==> config.mk <==
export PLATFORM = sky130hd
export DESIGN_NAME = bcd_to_bin_seq_flat
export DESIGN_NICKNAME = d
export VERILOG_FILES = /design/src/rtl/jups_bcd_pkg.sv /design/src/rtl/bcd_to_bin_seq_if.sv /design/src/rtl/bcd_digit_sub3.sv /design/src/rtl/bcd_to_bin_seq.sv /design/src/flat_wrapper.sv
export SDC_FILE = /design/constraint.sdc
export NUM_CORES = 1
export LEC_CHECK = 0
export ABC_AREA = 1
export ABC_CLOCK_PERIOD_IN_PS = 2250
export CORE_ASPECT_RATIO = 1.4
export CORE_MARGIN = 3
export CORE_UTILIZATION = 56
export CTS_CLUSTER_SIZE = 40
export DETAILED_ROUTE_END_ITERATION = 16
export PLACE_DENSITY = 0.93
export SLEW_MARGIN = 40
export SYNTH_ARGS = -nofsm -noshare
export SYNTH_HDL_FRONTEND = slang
export SYNTH_SLANG_ARGS = --single-unit
==> constraint.sdc <==
create_clock -name clk -period 2.25 [get_ports clk]
set_input_delay 0.45 -clock clk [delete_from_list [all_inputs] [get_ports clk]]
set_output_delay 0.45 -clock clk [all_outputs]
set_load 0.1 [all_outputs]
==> src/rtl/jups_bcd_pkg.sv <==
// Shared constants and types for the sequential BCD-to-binary converter.
package jups_bcd_pkg;

  typedef enum logic {
    ST_IDLE  = 1'b0,
    ST_SHIFT = 1'b1
  } state_t;

  localparam int BCD_DIGITS = 3;
  localparam int FULL_W     = 10;
  localparam int STEPS      = 10;
  localparam int DIGIT_MAX  = 9;
  localparam int WORK_W     = 4 * BCD_DIGITS + FULL_W;
  localparam int CNT_W      = 4;

  function automatic logic digit_bad(input logic [3:0] digit);
    return digit > 4'(DIGIT_MAX);
  endfunction

endpackage

==> src/rtl/bcd_to_bin_seq_if.sv <==
// Start/busy/done bundle between a digit source and the BCD-to-binary converter.
interface bcd_to_bin_seq_if #(
  parameter int BIN_W = 9
) ();
  // start is taken only while busy=0; once taken the digits are captured and may
  // change freely. done pulses for one cycle and bin/ovf/err hold until the next done.
  logic             start;
  logic [3:0]       bcd1;
  logic [3:0]       bcd2;
  logic [3:0]       bcd3;
  logic             busy;
  logic             done;
  logic [BIN_W-1:0] bin;
  logic             ovf;
  logic             err;

  modport master (
    output start, bcd1, bcd2, bcd3,
    input  busy, done, bin, ovf, err
  );

  modport slave (
    input  start, bcd1, bcd2, bcd3,
    output busy, done, bin, ovf, err
  );
endinterface

==> src/rtl/bcd_digit_sub3.sv <==
// Reverse double-dabble correction for one BCD digit field after a right shift.
module bcd_digit_sub3 (
  input  logic [3:0] digit,
  output logic [3:0] fixed
);
  assign fixed = (digit >= 4'd8) ? digit - 4'd3 : digit;
endmodule

==> src/rtl/bcd_to_bin_seq.sv <==
// Sequential 3-digit BCD to saturated binary converter (10 shift steps per result).
// Optional digit validity check enabled by defining BCD2BIN_CHECK_EN.
module bcd_to_bin_seq
  import jups_bcd_pkg::*;
#(
  parameter int BIN_W = 9
) (
  input  logic                   clk,
  input  logic                   rst,
  bcd_to_bin_seq_if.slave        bus,
  output state_t                 fsm_state
);

  localparam logic [FULL_W-1:0] MAX_FULL = FULL_W'((1 << BIN_W) - 1);

  state_t              state;
  state_t              state_next;
  logic                load;
  logic                last;
  logic [CNT_W-1:0]    count;
  logic [WORK_W-1:0]   work;
  logic [WORK_W-1:0]   shifted;
  logic [WORK_W-1:0]   stepped;
  logic [FULL_W-1:0]   full;
  logic                sat;
  logic [BIN_W-1:0]    res_bin;
  logic                done_r;
  logic [BIN_W-1:0]    bin_r;
  logic                ovf_r;

  always_ff @(posedge clk) begin
    if (rst) state <= ST_IDLE;
    else     state <= state_next;
  end

  always_comb begin
    state_next = state;
    load       = 1'b0;
    last       = 1'b0;
    case (state)
      ST_IDLE: begin
        if (bus.start) begin
          load       = 1'b1;
          state_next = ST_SHIFT;
        end
      end
      ST_SHIFT: begin
        if (count == CNT_W'(STEPS - 1)) begin
          last       = 1'b1;
          state_next = ST_IDLE;
        end
      end
      default: state_next = ST_IDLE;
    endcase
  end

  // One step: shift the whole word right, then correct each digit field.
  assign shifted = work >> 1;
  assign stepped[FULL_W-1:0] = shifted[FULL_W-1:0];

  for (genvar g = 0; g < BCD_DIGITS; g++) begin : g_digit
    bcd_digit_sub3 u_sub3 (
      .digit(shifted[FULL_W + 4*g +: 4]),
      .fixed(stepped[FULL_W + 4*g +: 4])
    );
  end

  // On the last step the accumulator is taken from the stepped word, not the register.
  assign full    = stepped[FULL_W-1:0];
  assign sat     = full > MAX_FULL;
  assign res_bin = sat ? {BIN_W{1'b1}} : full[BIN_W-1:0];

`ifdef BCD2BIN_CHECK_EN
  logic bad;
  logic err_r;

  always_ff @(posedge clk) begin
    if (rst) begin
      bad   <= 1'b0;
      err_r <= 1'b0;
    end else begin
      if (load)
        bad <= digit_bad(bus.bcd1) | digit_bad(bus.bcd2) | digit_bad(bus.bcd3);
      if (last)
        err_r <= bad;
    end
  end

  always_ff @(posedge clk) begin
    if (rst) begin
      bin_r <= '0;
      ovf_r <= 1'b0;
    end else if (last) begin
      bin_r <= bad ? '0 : res_bin;
      ovf_r <= bad ? 1'b0 : sat;
    end
  end

  assign bus.err = err_r;
`else
  always_ff @(posedge clk) begin
    if (rst) begin
      bin_r <= '0;
      ovf_r <= 1'b0;
    end else if (last) begin
      bin_r <= res_bin;
      ovf_r <= sat;
    end
  end

  assign bus.err = 1'b0;
`endif

  always_ff @(posedge clk) begin
    if (rst) begin
      work   <= '0;
      count  <= '0;
      done_r <= 1'b0;
    end else begin
      done_r <= last;
      if (load) begin
        work  <= {bus.bcd3, bus.bcd2, bus.bcd1, {FULL_W{1'b0}}};
        count <= '0;
      end else if (state == ST_SHIFT) begin
        work  <= stepped;
        count <= count + 1'b1;
      end
    end
  end

  assign bus.busy  = (state == ST_SHIFT);
  assign bus.done  = done_r;
  assign bus.bin   = bin_r;
  assign bus.ovf   = ovf_r;
  assign fsm_state = state;

endmodule

==> src/flat_wrapper.sv <==
// flat-port wrapper written by rule: the top's interface ports become plain ports
module bcd_to_bin_seq_flat import jups_bcd_pkg::*;
#(
  parameter int BIN_W = 9
)
  (clk, rst, fsm_state, bus_start, bus_bcd1, bus_bcd2, bus_bcd3, bus_busy, bus_done, bus_bin, bus_ovf, bus_err);
  bcd_to_bin_seq_if #(.BIN_W(BIN_W)) bus_i ();
  input  logic clk;
  input  logic rst;
  output state_t fsm_state;
  input wire logic [$bits(bus_i.start)-1:0] bus_start;
  input wire logic [$bits(bus_i.bcd1)-1:0] bus_bcd1;
  input wire logic [$bits(bus_i.bcd2)-1:0] bus_bcd2;
  input wire logic [$bits(bus_i.bcd3)-1:0] bus_bcd3;
  output wire logic [$bits(bus_i.busy)-1:0] bus_busy;
  output wire logic [$bits(bus_i.done)-1:0] bus_done;
  output wire logic [$bits(bus_i.bin)-1:0] bus_bin;
  output wire logic [$bits(bus_i.ovf)-1:0] bus_ovf;
  output wire logic [$bits(bus_i.err)-1:0] bus_err;
  assign bus_i.start = bus_start;
  assign bus_i.bcd1 = bus_bcd1;
  assign bus_i.bcd2 = bus_bcd2;
  assign bus_i.bcd3 = bus_bcd3;
  assign bus_busy = bus_i.busy;
  assign bus_done = bus_i.done;
  assign bus_bin = bus_i.bin;
  assign bus_ovf = bus_i.ovf;
  assign bus_err = bus_i.err;
  bcd_to_bin_seq #(.BIN_W(BIN_W)) u_core (.clk(clk), .rst(rst), .bus(bus_i), .fsm_state(fsm_state));
endmodule
==> key figures, run 1 <==
Finish
  – Layout cell share with drive strength beyond 1: 14.7%
  – Inserted Diodes: 0
  – Area Overhead vs Synth: 22.6%
  – Fillcell total: 226
  – Register area: 741 um2
  – Area of the multi-input gates: 823 um2
  – Net count, final: 292
  – Final Non-Filler Cells: 309

Logic synthesis
  – Sequential share of the synthesized area: 42.6%
  – Number of synthesis warnings: 0
  – Distinct cells, synth: 22
  – Synth Area per Inst: 7.09 um2
  – EDFF count, synth: 0
  – Mapped Area: 1740 um2
  – Post-synthesis async set-or-reset flop share: 0%
  – Mapped Cells: 245
  – Syn Nets: 266
  – Post-synthesis register bit count: 37
  – Ys flop type: dfxtp_1

Clocking
  – CTS-repair resized insts: 0
  – Hold-fix buffers, CTS: 0
  – Clock Sink Count: 37
  – Worst-Skew Late Latency: 290 ps
  – TritonCTS clock tree: built
  – Clock tree buffer depth: 2
  – Post-CTS setup buffers: 0
  – Root Buffer: clkbuf_8
  – Cts bufs inserted: 5
  – Reg clk slew, reported paths: 70 ps
  – H-tree depth: 2

Timing
  – Slew Viols, Final: 0
  – Tmin final: 1860 ps
  – Fmax: 537 MHz
  – Skew final: 5.00 ps
  – RSZ-0062 raised after global routing: no
  – Final Hold Fails: 0
  – Final setup vio count: 0
  – Final worst-path cycle share: 82.8%
  – Setup TNS: 0 ps

Floorplan
  – Rows: 23
  – Die area: 3820 um2
  – Chip Height: 71.9 um
  – Die Width: 53.1 um
  – # IOs: 29
  – Initial core utilization: 59.8%
  – CORE AREA: 2910 um2

Critical path
  – CP Launch Type: register
  – CP Capture Type: output pin
  – Crit path DAT: 1410 ps
  – Worst Path Max Fanout: 15
  – Required time worst endpoint: 1800 ps
  – Setup CP Type: register to output pin

GRT
  – Pin count of the biggest net entering global routing: 16
  – All-Layer GR Usage: 24.6%
  – First-pass GRT wire length: 6.98 mm
  – Grt total ovfl: 0
  – Vias in the first global route: 1603
  – Initial antenna violation count: 0

Place
  – Gp weighted congestion: 0.760
  – Detailed placement HPWL: 2.77 mm
  – Placed Cells: 301
  – Number of port buffers: 27

Drt
  – Initial DRC count: 71
  – DR vias/cell: 5.16
  – DRT Pass-1 Iters: 4
  – Final wirelength: 4.02 mm
  – WL/cell: 13.0 um
  – Residual DRC: 0
  – Post-route ant nets: 0
  – Vias post-DR: 1594

Power
  – Leak: 0.973 nW
  – Peak VDD IR: 0.000791 V
  – PwrDens: 733 nW/um2

Hold path
  – Hold Crit Class: register to register

Flow run
  – Max_cap viols: 0

Outcome
  – Status: complete, no violations
[area by class of cell]
class,count,share of cell area (%)
clock buffer,5,3.23
clock inverter,3,3.05
inverter,23,4.05
multi-input combinational,172,38.6
sequential,37,34.8
tap,37,2.17
timing repair buffer,32,14.1
[per-stage QoR]
| step | instance area, um2 | power [W] | hold WS, ps | setup slack [ps] | util (%) |
|---|---|---|---|---|---|
| CTS | 2130 | 0.00157 | 477 | 388 | 73.3 |
| global placement | 2000 | 0.000884 | 444 | 474 | 68.7 |
| detailed placement | 2000 | 0.000890 | 464 | 437 | 68.7 |
| global route | 2130 | 0.00162 | 491 | 326 | 73.3 |
| finish | 2130 | 0.00156 | 474 | 387 | 73.3 |
| floorplan | 1740 | 0.000832 | 434 | 326 | - |
[cell families (layout without fill, tap and decap cells)]
| group | after synthesis | in the layout | share of synthesized area [%] |
|---|---|---|---|
| DFF | 37 | 37 | 42.6 |
| other | 1 | 1 | 0.216 |
| adders and majority gates | 6 | 6 | 4.32 |
| AOI/OAI and AO/OA | 22 | 22 | 6.34 |
| and+or+nand+nor | 143 | 143 | 36.5 |
| buffers and inverters | 36 | 63 | 10.0 |
[power by group]
part | internal, W | switching [W] | total [W]
registers | 0.000673 | 0.0000241 | 0.000697
clock network | 0.000440 | 0.000241 | 0.000681
logic | 0.0000747 | 0.000109 | 0.000184
total | 0.00119 | 0.000375 | 0.00156
[synth_stat cells (2+ instances only)]
library cell	instances	area, um2
a21oi_1	18	90.1
buf_2	4	20.0
buf_4	5	37.5
buf_6	2	22.5
dfxtp_1	37	741
ha_1	6	75.1
inv_1	22	82.6
nand2_1	82	308
nand3_1	24	120
nor2_1	19	71.3
nor2_4	2	22.5
nor3_1	3	15.0
o21ai_0	4	20.0
or2_2	9	56.3
[state kept, by name, indices dropped and copies added (netlist names)]
register         count
u_core.bus.ovf       1
u_core.work         21
u_core.bus.done      1
u_core.bus.bin       9
u_core.count         4
u_core.bus.busy      1
[routing by layer]
metal / GRT usage, % / wire (um)
met1: 27.8 / 1610
met2: 41.6 / 2130
met3: 6.37 / 199
met4: 12.8 / 81
met5: 0 / 0
[critical path: stages, from the launching register on]
cell and delay, ps:
dfxtp_1 590, buf_4 320, buf_12 200
[path summary, 6_finish.rpt]
path                                        from                              to  slack, ps  depth (start not counted)
setup / recovery      u_core.bus.busy$_SDFF_PP0_                        bus_busy        390                          2
hold reg to reg   u_core.bus.bin[4]$_SDFFE_PP0P_  u_core.bus.bin[4]$_SDFFE_PP0P_        470                          2
hold / removal    u_core.bus.bin[4]$_SDFFE_PP0P_  u_core.bus.bin[4]$_SDFFE_PP0P_        470                          2
setup reg to reg      u_core.bus.busy$_SDFF_PP0_    u_core.count[0]$_SDFFE_PP0P_        800                          5
[layout by cell type (no fill, tap or decap), types with 2 or more instances in the layout]
| master | n |
|---|---|
| a21oi_1 | 18 |
| o21ai_0 | 4 |
| nor2_4 | 2 |
| nor2_1 | 19 |
| clkbuf_8 | 5 |
| nand3_1 | 24 |
| bufinv_16 | 2 |
| clkdlybuf4s50_1 | 14 |
| ha_1 | 6 |
| buf_12 | 2 |
| nor3_1 | 3 |
| or2_2 | 9 |
| buf_4 | 16 |
| nand2_1 | 82 |
| inv_1 | 22 |
| dfxtp_1 | 37 |
(Power assumes the default switching activity.)
==> run 2: changes to the inputs <==
Settings changed: ABC_CLOCK_PERIOD_IN_PS 2250 to 1700, CORE_UTILIZATION 56 to 47, PLACE_DENSITY 0.93 to 0.85.
Clock period 2.25 ns to 1.7 ns, I/O delays scaled along.
==> run 2 against run 1 <==
- clock skew fell by 2.1 ps
- via count down 1.9%
- sequential cell count unchanged
- die area increased by 17%
- clock power increased by 32%
- utilization is 7.4 points lower
- worst hold slack better by 4.7 ps
- non-clock buffer count rose by 2
- global-route usage is 6.4 points lower
- critical endpoint unchanged
- count of clock-buffer cells in the layout unchanged
==> key figures, run 2 (synthesized netlist as in run 1, its figures left out) <==
Finish
  – Area of the multi-input gates: 823 um2 (unchanged)
  – Final Non-Filler Cells: 314 (+1.6%)
  – Fillcell total: 283 (+25%)
  – Net count, final: 294 (+0.68%)
  – Most flops, register: u_core.work
  – Inserted Diodes: 0 (unchanged)
  – Layout cell share with drive strength beyond 1: 15.7% (+0.99 points)
  – Register area: 742 um2 (+0.17%)
  – Area Overhead vs Synth: 31.7%
  – Most common cell after layout, fill and taps aside: nand2_1
  – Most frequent cells in the layout: nand2_1 (82), dfxtp_1 (36), nand3_1 (24), inv_1 (22), nor2_1 (19)
  – Max FFs per register: 21 (unchanged)

Timing
  – RSZ-0062 raised after global routing: no
  – Tmin final: 1630 ps
  – Final setup vio count: 0 (unchanged)
  – Final Hold Fails: 0 (unchanged)
  – Fmax: 613 MHz
  – Final worst-path cycle share: 95.9%
  – Setup TNS: 0 ps (unchanged)
  – Skew final: 2.92 ps (-2.08 ps)
  – Slew Viols, Final: 0 (unchanged)

Outcome
  – Status: complete, no violations

Place
  – Number of port buffers: 27 (unchanged)
  – Detailed placement HPWL: 2.61 mm (-5.9%)
  – Placed Cells: 306 (+1.7%)
  – Gp weighted congestion: 0.807 (+6.1%)

Power
  – Flop pwr share: 44.9% (+0.3 points)
  – Clock power share: 43.6% (about the same)
  – Combinational Power Share: 11.5% (-0.3 points)
  – Leak: 1.01 nW (+4.0%)
  – Net Sw Frac: 23.5% (-0.49 points)
  – Internal: 0.00157 W (+33%)
  – P_sw: 0.000483 W (+29%)
  – PwrDens: 899 nW/um2 (+23%)
  – Peak VDD IR: 0.000684 V (-13%)

Clocking
  – Reg clk slew, reported paths: 70 ps (about the same)
  – CTS-repair resized insts: 0 (unchanged)
  – Worst-Skew Late Latency: 290 ps (about the same)
  – Root Buffer: clkbuf_8
  – TritonCTS clock tree: built
  – Clock tree buffer depth: 2 (unchanged)
  – H-tree depth: 2 (unchanged)
  – Hold-fix buffers, CTS: 0 (unchanged)
  – Cts bufs inserted: 5 (unchanged)
  – Post-CTS setup buffers: 0 (unchanged)
  – Clock Sink Count: 37 (unchanged)

Drt
  – Initial DRC count: 57 (-20%)
  – WL/cell: 11.5 um (-11%)
  – Final wirelength: 3.62 mm (-10%)
  – Vias post-DR: 1564 (-1.9%)
  – DRT Pass-1 Iters: 4 (unchanged)
  – DR vias/cell: 4.98 (-3.4%)
  – Residual DRC: 0 (unchanged)
  – Post-route ant nets: 0 (unchanged)

Floorplan
  – Initial core utilization: 50.1% (-9.7 points)
  – Rows: 25 (+8.7%)
  – # IOs: 29 (unchanged)
  – Chip Height: 78.0 um (+8.4%)
  – CORE AREA: 3470 um2 (+19%)
  – Die area: 4470 um2 (+17%)
  – Die Width: 57.4 um (+8.1%)

GRT
  – All-Layer GR Usage: 18.2% (-6.4 points)
  – Initial antenna violation count: 0 (unchanged)
  – Vias in the first global route: 1487 (-7.2%)
  – Pin count of the biggest net entering global routing: 16 (unchanged)
  – First-pass GRT wire length: 6.39 mm (-8.4%)
  – Grt total ovfl: 0 (unchanged)

Flow run
  – Max_cap viols: 0 (unchanged)

Critical path
  – CP Launch Type: register
  – FF-to-FF path depth: 3 (-2)
  – Setup slack, reg-to-reg: 400 ps (-400 ps)
  – CP Cell Sequence: buf_4 > buf_12
  – CP Capture Type: output pin
  – Worst Path Max Fanout: 14 (-1)
  – Required time worst endpoint: 1360 ps (-440 ps)
  – Setup CP Type: register to output pin
  – RR Startpoint: u_core.bus.busy$_SDFF_PP0_
  – Worst r2r dst: u_core.count[1]$_SDFFE_PP0P_
  – Slowest Stage Delay on Critical Path: 520 ps (-70 ps)
  – CP max stage cell: dfxtp_2
  – Crit path DAT: 1290 ps (-120 ps)

Hold path
  – Hold Crit Class: register to register
  – Endpoint, Worst Hold: u_core.work[7]$_SDFFE_PP0P_
  – Min-Delay Startpoint: u_core.work[7]$_SDFFE_PP0P_
  – Hold Path Cell Cnt: 2 (unchanged)
[run 2: through the flow]
stage               utilization (%)  instance area (um2)  setup WS (ps)  total power (W)  hold slack, ps
floorplan                         -                 1740            265          0.00110             434
global placement               62.1                 2150            168          0.00117             444
detailed placement             62.1                 2150            118          0.00118             459
CTS                            65.9                 2290           56.7          0.00208             481
global route                   65.9                 2290           9.48          0.00214             510
finish                         65.9                 2290           69.1          0.00206             479
[run 2: routing by layer]
| layer | share of wire [%] | track usage [%] | vias to the layer above |
|---|---|---|---|
| met2 | 51 | 31.1 | 33 |
| met1 | 41 | 20.5 | 707 |
| met4 | 2.3 | 7.89 | 0 |
| met3 | 5.0 | 5.32 | 11 |
| li1 | - | - | 813 |
| met5 | 0 | 0 | - |
[run 2: power groups by stage]
stage	logic [W]	clock network, W	registers (W)
CTS	0.000236	0.000919	0.000924
global placement	0.000230	0	0.000944
detailed placement	0.000234	0	0.000945
floorplan	0.000160	0	0.000941
finish	0.000236	0.000897	0.000924
global route	0.000261	0.000953	0.000928
[run 2: critical path, delay by kind of cell, from the launching register on]
kind	cells	cell delay (ps)
buffers and inverters	2	460
DFF	1	520
[run 2: worst max path at each step]
| stage | cells past startpoint | start | slack, ps | to |
|---|---|---|---|---|
| after floorplan | 5 | u_core.bus.busy$_SDFF_PP0_ | 270 | u_core.bus.bin[0]$_SDFFE_PP0P_ |
| after global placement | 6 | bus_start | 170 | u_core.count[0]$_SDFFE_PP0P_ |
| after detailed placement | 6 | bus_start | 120 | u_core.count[0]$_SDFFE_PP0P_ |
| after CTS | 2 | u_core.bus.busy$_SDFF_PP0_ | 60 | bus_busy |
| after global routing | 2 | u_core.bus.busy$_SDFF_PP0_ | 9 | bus_busy |
| final | 2 | u_core.bus.busy$_SDFF_PP0_ | 70 | bus_busy |
[run 2: final cells by class]
cell class | count | area share (%)
timing repair buffer | 34 | 19.8
inverter | 23 | 3.77
sequential | 37 | 32.4
tap | 40 | 2.19
clock buffer | 5 | 3.01
clock inverter | 3 | 2.84
multi-input combinational | 172 | 36.0
